--- src/rtl/div_unit_if.sv ---
// Pipeline-side bundle for the iterative divider: request, operands, flush, stall and result.
// The pipeline drives through master; div_unit receives through slave.
interface div_unit_if;
    logic        div_start;
    logic        signed_div;
    logic [31:0] opdata1;
    logic [31:0] opdata2;
    logic        annul;
    logic        stallreq_for_ex;
    logic        ready;
    logic [31:0] result_lo;
    logic [31:0] result_hi;

    modport master (
        output div_start, signed_div, opdata1, opdata2, annul,
        input  stallreq_for_ex, ready, result_lo, result_hi
    );

    modport slave (
        input  div_start, signed_div, opdata1, opdata2, annul,
        output stallreq_for_ex, ready, result_lo, result_hi
    );
endinterface

--- src/rtl/div_unit.sv ---
// Radix-2 restoring divider for div/divu, 32 iterations, with flush and divide-by-zero path.
// Optional DIV_ZERO_SKIP_EN: a zero dividend short-cuts through BYZERO as well.
module div_unit (
    input  logic       clk,
    input  logic       rst,
    div_unit_if.slave  bus
);
    typedef enum logic [1:0] {FREE, BYZERO, ON, END} state_t;

    state_t      state_q, state_d;
    logic [5:0]  cnt_q, cnt_d;
    logic [64:0] work_q, work_d;
    logic [31:0] divisor_q, divisor_d;
    logic        signed_q, signed_d;
    logic        sign1_q, sign1_d;
    logic        sign2_q, sign2_d;
    logic [31:0] result_lo_q, result_lo_d;
    logic [31:0] result_hi_q, result_hi_d;

    logic        accept;
    logic        zero_path;
    logic [31:0] abs1, abs2;
    logic [64:0] shifted;
    logic [33:0] diff;
    logic [31:0] quot_mag, rem_mag;
    logic        ready;

    assign accept = (state_q == FREE) && bus.div_start && !bus.annul;

`ifdef DIV_ZERO_SKIP_EN
    assign zero_path = (bus.opdata2 == 32'd0) || (bus.opdata1 == 32'd0);
`else
    assign zero_path = (bus.opdata2 == 32'd0);
`endif

    // Magnitudes; 0x80000000 negates to itself and is then read as unsigned 2^31.
    assign abs1 = (bus.signed_div && bus.opdata1[31]) ? -bus.opdata1 : bus.opdata1;
    assign abs2 = (bus.signed_div && bus.opdata2[31]) ? -bus.opdata2 : bus.opdata2;

    // Partial remainder occupies [64:32] after the shift, so it never loses its top bit.
    assign shifted = work_q << 1;
    assign diff    = {1'b0, shifted[64:32]} - {2'b00, divisor_q};

    always_ff @(posedge clk) begin
        if (rst) begin
            state_q     <= FREE;
            cnt_q       <= 6'd0;
            work_q      <= 65'd0;
            divisor_q   <= 32'd0;
            signed_q    <= 1'b0;
            sign1_q     <= 1'b0;
            sign2_q     <= 1'b0;
            result_lo_q <= 32'd0;
            result_hi_q <= 32'd0;
        end else begin
            state_q     <= state_d;
            cnt_q       <= cnt_d;
            work_q      <= work_d;
            divisor_q   <= divisor_d;
            signed_q    <= signed_d;
            sign1_q     <= sign1_d;
            sign2_q     <= sign2_d;
            result_lo_q <= result_lo_d;
            result_hi_q <= result_hi_d;
        end
    end

    always_comb begin
        state_d = state_q;
        case (state_q)
            FREE:    if (accept) state_d = zero_path ? BYZERO : ON;
            BYZERO:  state_d = bus.annul ? FREE : END;
            ON: begin
                if (bus.annul)             state_d = FREE;
                else if (cnt_q == 6'd31)   state_d = END;
            end
            END:     state_d = FREE;
            default: state_d = FREE;
        endcase
    end

    always_comb begin
        cnt_d       = cnt_q;
        work_d      = work_q;
        divisor_d   = divisor_q;
        signed_d    = signed_q;
        sign1_d     = sign1_q;
        sign2_d     = sign2_q;
        result_lo_d = result_lo_q;
        result_hi_d = result_hi_q;

        case (state_q)
            FREE: begin
                if (accept) begin
                    signed_d  = bus.signed_div;
                    sign1_d   = bus.opdata1[31];
                    sign2_d   = bus.opdata2[31];
                    divisor_d = abs2;
                    cnt_d     = 6'd0;
                    work_d    = zero_path ? 65'd0 : {33'd0, abs1};
                end
            end
            BYZERO: work_d = 65'd0;
            ON: begin
                if (!bus.annul) begin
                    cnt_d  = cnt_q + 6'd1;
                    work_d = diff[33] ? shifted : {diff[32:0], shifted[31:1], 1'b1};
                end
            end
            default: ;
        endcase

        // Results are captured on entry to END so they are valid alongside ready.
        quot_mag = work_d[31:0];
        rem_mag  = work_d[63:32];
        if (state_d == END) begin
            result_lo_d = (signed_q && (sign1_q ^ sign2_q)) ? -quot_mag : quot_mag;
            result_hi_d = (signed_q && sign1_q) ? -rem_mag : rem_mag;
        end
    end

    assign ready               = (state_q == END);
    assign bus.ready           = ready;
    assign bus.result_lo       = result_lo_q;
    assign bus.result_hi       = result_hi_q;
    assign bus.stallreq_for_ex = bus.div_start & ~bus.annul & ~ready;
endmodule

--- src/flat_wrapper.sv ---
// flat-port wrapper written by rule: the top's interface ports become plain ports
module div_unit_flat 
  (clk, rst, bus_div_start, bus_signed_div, bus_opdata1, bus_opdata2, bus_annul, bus_stallreq_for_ex, bus_ready, bus_result_lo, bus_result_hi);
  div_unit_if bus_i ();
  input  logic clk;
  input  logic rst;
  input wire logic [$bits(bus_i.div_start)-1:0] bus_div_start;
  input wire logic [$bits(bus_i.signed_div)-1:0] bus_signed_div;
  input wire logic [$bits(bus_i.opdata1)-1:0] bus_opdata1;
  input wire logic [$bits(bus_i.opdata2)-1:0] bus_opdata2;
  input wire logic [$bits(bus_i.annul)-1:0] bus_annul;
  output wire logic [$bits(bus_i.stallreq_for_ex)-1:0] bus_stallreq_for_ex;
  output wire logic [$bits(bus_i.ready)-1:0] bus_ready;
  output wire logic [$bits(bus_i.result_lo)-1:0] bus_result_lo;
  output wire logic [$bits(bus_i.result_hi)-1:0] bus_result_hi;
  assign bus_i.div_start = bus_div_start;
  assign bus_i.signed_div = bus_signed_div;
  assign bus_i.opdata1 = bus_opdata1;
  assign bus_i.opdata2 = bus_opdata2;
  assign bus_i.annul = bus_annul;
  assign bus_stallreq_for_ex = bus_i.stallreq_for_ex;
  assign bus_ready = bus_i.ready;
  assign bus_result_lo = bus_i.result_lo;
  assign bus_result_hi = bus_i.result_hi;
  div_unit u_core (.clk(clk), .rst(rst), .bus(bus_i));
endmodule
--- config.mk ---
export PLATFORM = sky130hd
export DESIGN_NAME = div_unit_flat
export DESIGN_NICKNAME = d
export VERILOG_FILES = /design/src/rtl/div_unit_if.sv /design/src/rtl/div_unit.sv /design/src/flat_wrapper.sv
export SDC_FILE = /design/constraint.sdc
export NUM_CORES = 1
export LEC_CHECK = 0
export ABC_AREA = 1
export CORE_AREA = 4 4 164 166
export CTS_CLUSTER_DIAMETER = 80
export DETAILED_ROUTE_END_ITERATION = 6
export DIE_AREA = 0 0 168 170
export PLACE_DENSITY_LB_ADDON = 0.15
export SLEW_MARGIN = 15
export SYNTH_ARGS = -nofsm -noshare
export SYNTH_HDL_FRONTEND = slang
export SYNTH_SLANG_ARGS = --single-unit
--- constraint.sdc ---
create_clock -name clk -period 4.25 [get_ports clk]
set_input_delay 0.85 -clock clk [delete_from_list [all_inputs] [get_ports clk]]
set_output_delay 0.85 -clock clk [all_outputs]
set_load 0.005 [all_outputs]
---- Word level (Yosys, flattened, before mapping) ----
Index checks and enable logic that the tools add are counted.
storage, ports and cells
  flip-flop bits (word level) ............. 171
  input bits .............................. 69
  output and inout port bits .............. 66
  logic and storage cells ................. 57
cells by class
  $add $sub $neg .......................... 6
  equality and inequality tests ........... 7
  multiplexer cells ....................... 18
  bitwise gates (word level) .............. 5
  reduce and logical (&&, ||, !) cells .... 12
operators with widths
  kind                   number
  $mux W64               3
  $pmux W64 S3           1
  $mux W32               5
  $neg A32 Y32           4
  $sub A33 B32 Y34       1
  $logic_not A32 Y1      1
  $mux W6                2
  $pmux W6 S2            1
  $mux W2                5
  $pmux W2 S4            1
  $add A6 B1 Y6 const B  1
  $eq A2 B2 Y1 const B   3
  $eq A6 B5 Y1 const B   1
  $logic_and A1 B1 Y1    6
  $reduce_and A3 Y1      1
  $and A1 B1 Y1          2
  $eq A2 B1 Y1 const B   1
  $logic_not A2 Y1       1
  $ne A2 B1 Y1 const B   1
  $ne A2 B2 Y1 const B   1
  $not A1 Y1             2
  $reduce_and A2 Y1      1
  $reduce_bool A2 Y1     1
  $logic_not A1 Y1       1
  $xor A1 B1 Y1          1

---- Depth between registers and ports, before layout ----
  word-level depth ........................ 7
  depth in mapped cells ................... 30
  mapped depth without buffers ............ 29

---- Worst setup path before layout ----
Ideal clock, no wire load.
  kind .................................... input -> register
  from .................................... input port bus_opdata2[0]
  to ...................................... register u_core.result_lo_q[14] (netlist: u_core.bus.result_lo[14])
  library setup time ...................... 0.109 ns
  arrival time ............................ 3.294 ns
  path slack .............................. 0.848 ns
  stages on the path ...................... 21
  cell sequence ........................... inv_1 ha_1 nand2_1 nor2_1 nand2_1 nor2_1 nand3_2 buf_4 o2111ai_1 nand2_1 o21ai_1 ha_1 inv_1 nor3_2 nand3_1 nor2_1 nand2_1 o21ai_1 xor2_1 a21o_1 inv_1
on the way
  word-level cells in the longest chain between the ends .. 6
  elaborated cells on any way between the ends .. 10
  those cells by class .................... add/sub (1); eq/ne (1); mux (7); reduce/logical (1)
ends and longest elaborated chain
  what                  line                source
  from (decl)           flat_wrapper.sv:10  input wire logic [$bits(bus_i.opdata2)-1:0] bus_opdata2;
  $logic_not A32 Y1 *   div_unit.sv:33      assign zero_path = (bus.opdata2 == 32'd0);
  $mux W32              div_unit.sv:100     work_d = zero_path ? 65'd0 : {33'd0, abs1};
  $mux W64              div_unit.sv:94      if (accept) begin
  $pmux W64 S3          div_unit.sv:92      case (state_q)
  $neg A32 Y32          div_unit.sv:117     result_lo_d = (signed_q && (sign1_q ^ sign2_q)) ? -quot_mag : quot_mag;
  $mux W32              div_unit.sv:117
  to (signal assigned)  div_unit.sv:63      result_lo_q <= result_lo_d;
  to (decl)             div_unit.sv:17      logic [31:0] result_lo_q, result_lo_d;
Mark *: on every way between the ends. The rest lies on a longest branch, timed or not.
A chain may end at the register's enable or synchronous reset.

---- Worst setup path after layout ----
  from .................................... register u_core.work_q[57]
  to ...................................... register u_core.result_hi_q[18] (netlist: u_core.bus.result_hi[18])
on the way
  word-level cells in the longest chain between the ends .. 6
ends and longest elaborated chain
  what                    line             source
  from (decl)             div_unit.sv:12   logic [64:0] work_q, work_d;
  from (signal assigned)  div_unit.sv:58   work_q <= work_d;
  $sub A33 B32 Y34 *      div_unit.sv:42   assign diff = {1'b0, shifted[64:32]} - {2'b00, divisor_q};
  $mux W64 *              div_unit.sv:107  work_d = diff[33] ? shifted : {diff[32:0], shifted[31:1], 1'b1};
  $mux W64 *              div_unit.sv:105  if (!bus.annul) begin
  $pmux W64 S3 *          div_unit.sv:92
  $neg A32 Y32            div_unit.sv:118  result_hi_d = (signed_q && sign1_q) ? -rem_mag : rem_mag;
  $mux W32 *              div_unit.sv:118
  to (signal assigned)    div_unit.sv:64   result_hi_q <= result_hi_d;
  to (decl)               div_unit.sv:18   logic [31:0] result_hi_q, result_hi_d;
Marks and branches as above.

==> metrics.yaml <==
cts_buffers: 17
p_clk_frac: 0.323
path_clk_slew_ns: 0.09
power.switching_mw: 2.10
seq_power_share: 0.324
reg2reg_depth: 24
grt_pass1_wl_um: 73200
cts_resized: 0
period_minus_slack_ns: 3.88
antenna_found_initial: 0
p_comb_frac: 0.354
power_leakage_nw: 8.01
cp-start-kind: "flop"
gp_congestion: 0.930
fmax_mhz: 258
die-area_um2: 28600
fin_ws_ns: 0.370
reg2reg_slack_ns: 0.37
required_ns: 4.59
cts_tree: "built"
grt_max_degree: 118
avgSynthCellArea_um2: 5.95
yosys_warnings: 0
final_cell_area_um2: 16300
hold_class: "flop to flop"
hold_start: "u_core.divisor_q[30]"
ant_nets: 0
timing.rr.start: "u_core.work_q[57]"
ir_drop_uv: 230
synthFlopType: "dfxtp_1"
viasPerCell: 5.55
netlist_area_um2: 14000
syn_inst: 2358
initial_core_util: 0.548
async_reset_ff_frac: 0
coreArea_um2: 25600
track_usage: 0.313
p_sw_frac: 0.402
drtIter0Drc: 1194
syn-num-nets: 2465
status: "finished clean"
final_net_count: 2568
timing.setup.tns_ns: 0
seq_area_frac_synth: 0.244
grt_pass1_vias: 14900
max_cap_viol_count: 0
setup_viol: 0
drive_above_1_share: 0.0724
boundaryPins: 135
clk_latency_ns: 0.44
routedWlPerCell_um: 16.2
cts_hold_buf: 0
p_int_mw: 3.13
cp.arrival_ns: 4.22
die_x_um: 168
place_ws_ns: 0.0613
clk_path_buf_depth: 2
cp-startpoint: "u_core.work_q[57]"
critPathCaptureType: "flop"
first_pass_iters: 7
hpwl_um: 35600
wirelength_um: 45400
rsz0062_at_grt: "no"
ys_ff_latch: 171
synth_cell_types: 60
antenna_cells: 0
htreeDepth: 4
r2r-end: "u_core.bus.result_hi[18]"
root_buffer: "clkbuf_16"
globalRouteOverflowTotal: 0
slew_viol_final: 0
hold_viol_final: 0
numPortBuffers: 134
synth_edf_count: 0
utilization: 0.637
cts_setup_buffers: 0
area_growth_syn_to_layout_pct: 16.3
cts_sinks: 171
die_y_um: 170
drc: 0
max-slew-margin-rel: 0.416
path_max_fanout: 11
cp-endpoint: "u_core.bus.result_hi[18]"
vias: 15600
powerDensity_nw_per_um2: 321
min_period_over_period: 0.913
skew_ns: 0.0222
rows: 59
worstSetupPathType: "flop to flop"
dpl_cell_area_um2: 15700
worst_pin_slew_ns: 0.872
==> synthesized netlist by cell type (19+ instances only) <==
| master | number | area [um^2] |
|---|---|---|
| dfxtp_1 | 171 | 3420 |
| clkbuf_1 | 50 | 188 |
| xor2_1 | 38 | 333 |
| nor2_1 | 271 | 1020 |
| ha_1 | 37 | 463 |
| nor3_1 | 25 | 125 |
| inv_1 | 364 | 1370 |
| a21oi_1 | 155 | 776 |
| o21ai_1 | 19 | 95.1 |
| nand3_1 | 167 | 836 |
| nand2_1 | 598 | 2240 |
| xnor2_1 | 21 | 184 |
| nand4_1 | 65 | 407 |
| nand2_2 | 19 | 119 |
| o21ai_0 | 124 | 621 |
| o22ai_1 | 24 | 150 |
==> how the worst min path moves through the flow <==
| stage | endpoint | slack (ns) | cells past startpoint |
|---|---|---|---|
| after CTS | u_core.divisor_q[30] | 0.49 | 2 |
| after detailed placement | u_core.divisor_q[30] | 0.47 | 2 |
| after floorplan | u_core.divisor_q[30] | 0.43 | 2 |
| final | u_core.divisor_q[30] | 0.49 | 2 |
| after global placement | u_core.divisor_q[30] | 0.46 | 2 |
| after global routing | u_core.bus.result_lo[1] | 0.52 | 2 |
==> worst max-delay path, stage by stage, from the launching register on <==
cell	delay [ns]
dfxtp_1	0.46
ha_1	0.34
a21oi_1	0.26
o21ai_0	0.16
nand2_1	0.09
nand2_1	0.08
a21oi_4	0.36
nand2_4	0.16
nor2_2	0.24
nand2_1	0.08
nand3_1	0.08
nand2_1	0.06
inv_2	0.09
ha_1	0.14
inv_1	0.05
nor2_2	0.15
nand2_1	0.10
nor2_4	0.17
nand2_1	0.07
nand2_1	0.12
nand2_1	0.13
a21oi_1	0.15
o21ai_1	0.10
nand2_1	0.06
inv_1	0.03
==> power by group through the flow <==
stage | registers [mW] | clock network (mW) | logic, mW
after floorplan | 1.71 | 0 | 1.36
after global placement | 1.73 | 0 | 1.80
after detailed placement | 1.73 | 0 | 1.82
after global routing | 1.70 | 1.77 | 2.06
final | 1.69 | 1.69 | 1.85
after CTS | 1.69 | 1.70 | 1.83
==> routing by layer <==
| layer | GRT usage | wire length [um] | up-vias |
|---|---|---|---|
| met2 | 0.588 | 23500 | 498 |
| met3 | 0.0339 | 2000 | 142 |
| li1 | - | - | 7800 |
| met1 | 0.348 | 17600 | 7136 |
| met5 | 0 | 0 | - |
| met4 | 0.158 | 2370 | 0 |
==> layout by cell type, fill, tap and decap left out, drive strengths merged, types with 2 or more instances in the layout <==
| master | n |
|---|---|
| xnor2 | 21 |
| or2 | 9 |
| clkinv | 10 |
| o21ai | 152 |
| o2111ai | 2 |
| a31oi | 8 |
| nand3b | 7 |
| xor2 | 38 |
| o21bai | 18 |
| o32ai | 4 |
| nor3 | 32 |
| clkdlybuf4s50 | 133 |
| o221ai | 6 |
| o22ai | 24 |
| buf | 38 |
| nor3b | 2 |
| o211ai | 4 |
| nand2 | 621 |
| a211oi | 2 |
| a21o | 6 |
| nor4 | 5 |
| nand4 | 66 |
| a21oi | 162 |
| clkbuf | 17 |
| inv | 382 |
| nor2 | 299 |
| nand3 | 182 |
| a221oi | 2 |
| o31ai | 6 |
| ha | 37 |
| dfxtp | 171 |
==> stage by stage <==
stage          instances  power [mW]  hold WS (ns)
3_5_place_dp        2777        3.54         0.468
4_1_cts             2809        5.21         0.486
6_report            2809        5.23         0.485
2_1_floorplan       2358        3.08         0.432
3_3_place_gp        2777        3.53         0.460
5_1_grt             2809        5.53         0.523
==> kinds of logic after synthesis <==
kind of cell    count (synthesis)  synth area share
buf+inv                       465             0.132
simple gates                 1225             0.390
fa+ha+maj                      38            0.0344
compound gates                400             0.163
xor+xnor                       59            0.0368
flops                         171             0.244
==> layout make-up <==
class | instances | area (um^2)
tap | 335 | 419
sequential | 171 | 3420
clock inverter | 15 | 210
clock buffer | 17 | 425
multi-input combinational | 1722 | 8770
timing repair buffer | 171 | 1640
inverter | 378 | 1420
fill | 2489 | 9310
==> flip-flops by register name (all words and copies together), names as in the netlist <==
signal and flops:
u_core.sign2_q 1, u_core.divisor_q 32, u_core.signed_q 1, u_core.bus.result_lo 32, u_core.cnt_q 6, u_core.sign1_q 1
u_core.state_q 2, u_core.work_q 64, u_core.bus.result_hi 32
Note: power is estimated with default switching activity, not from simulation.
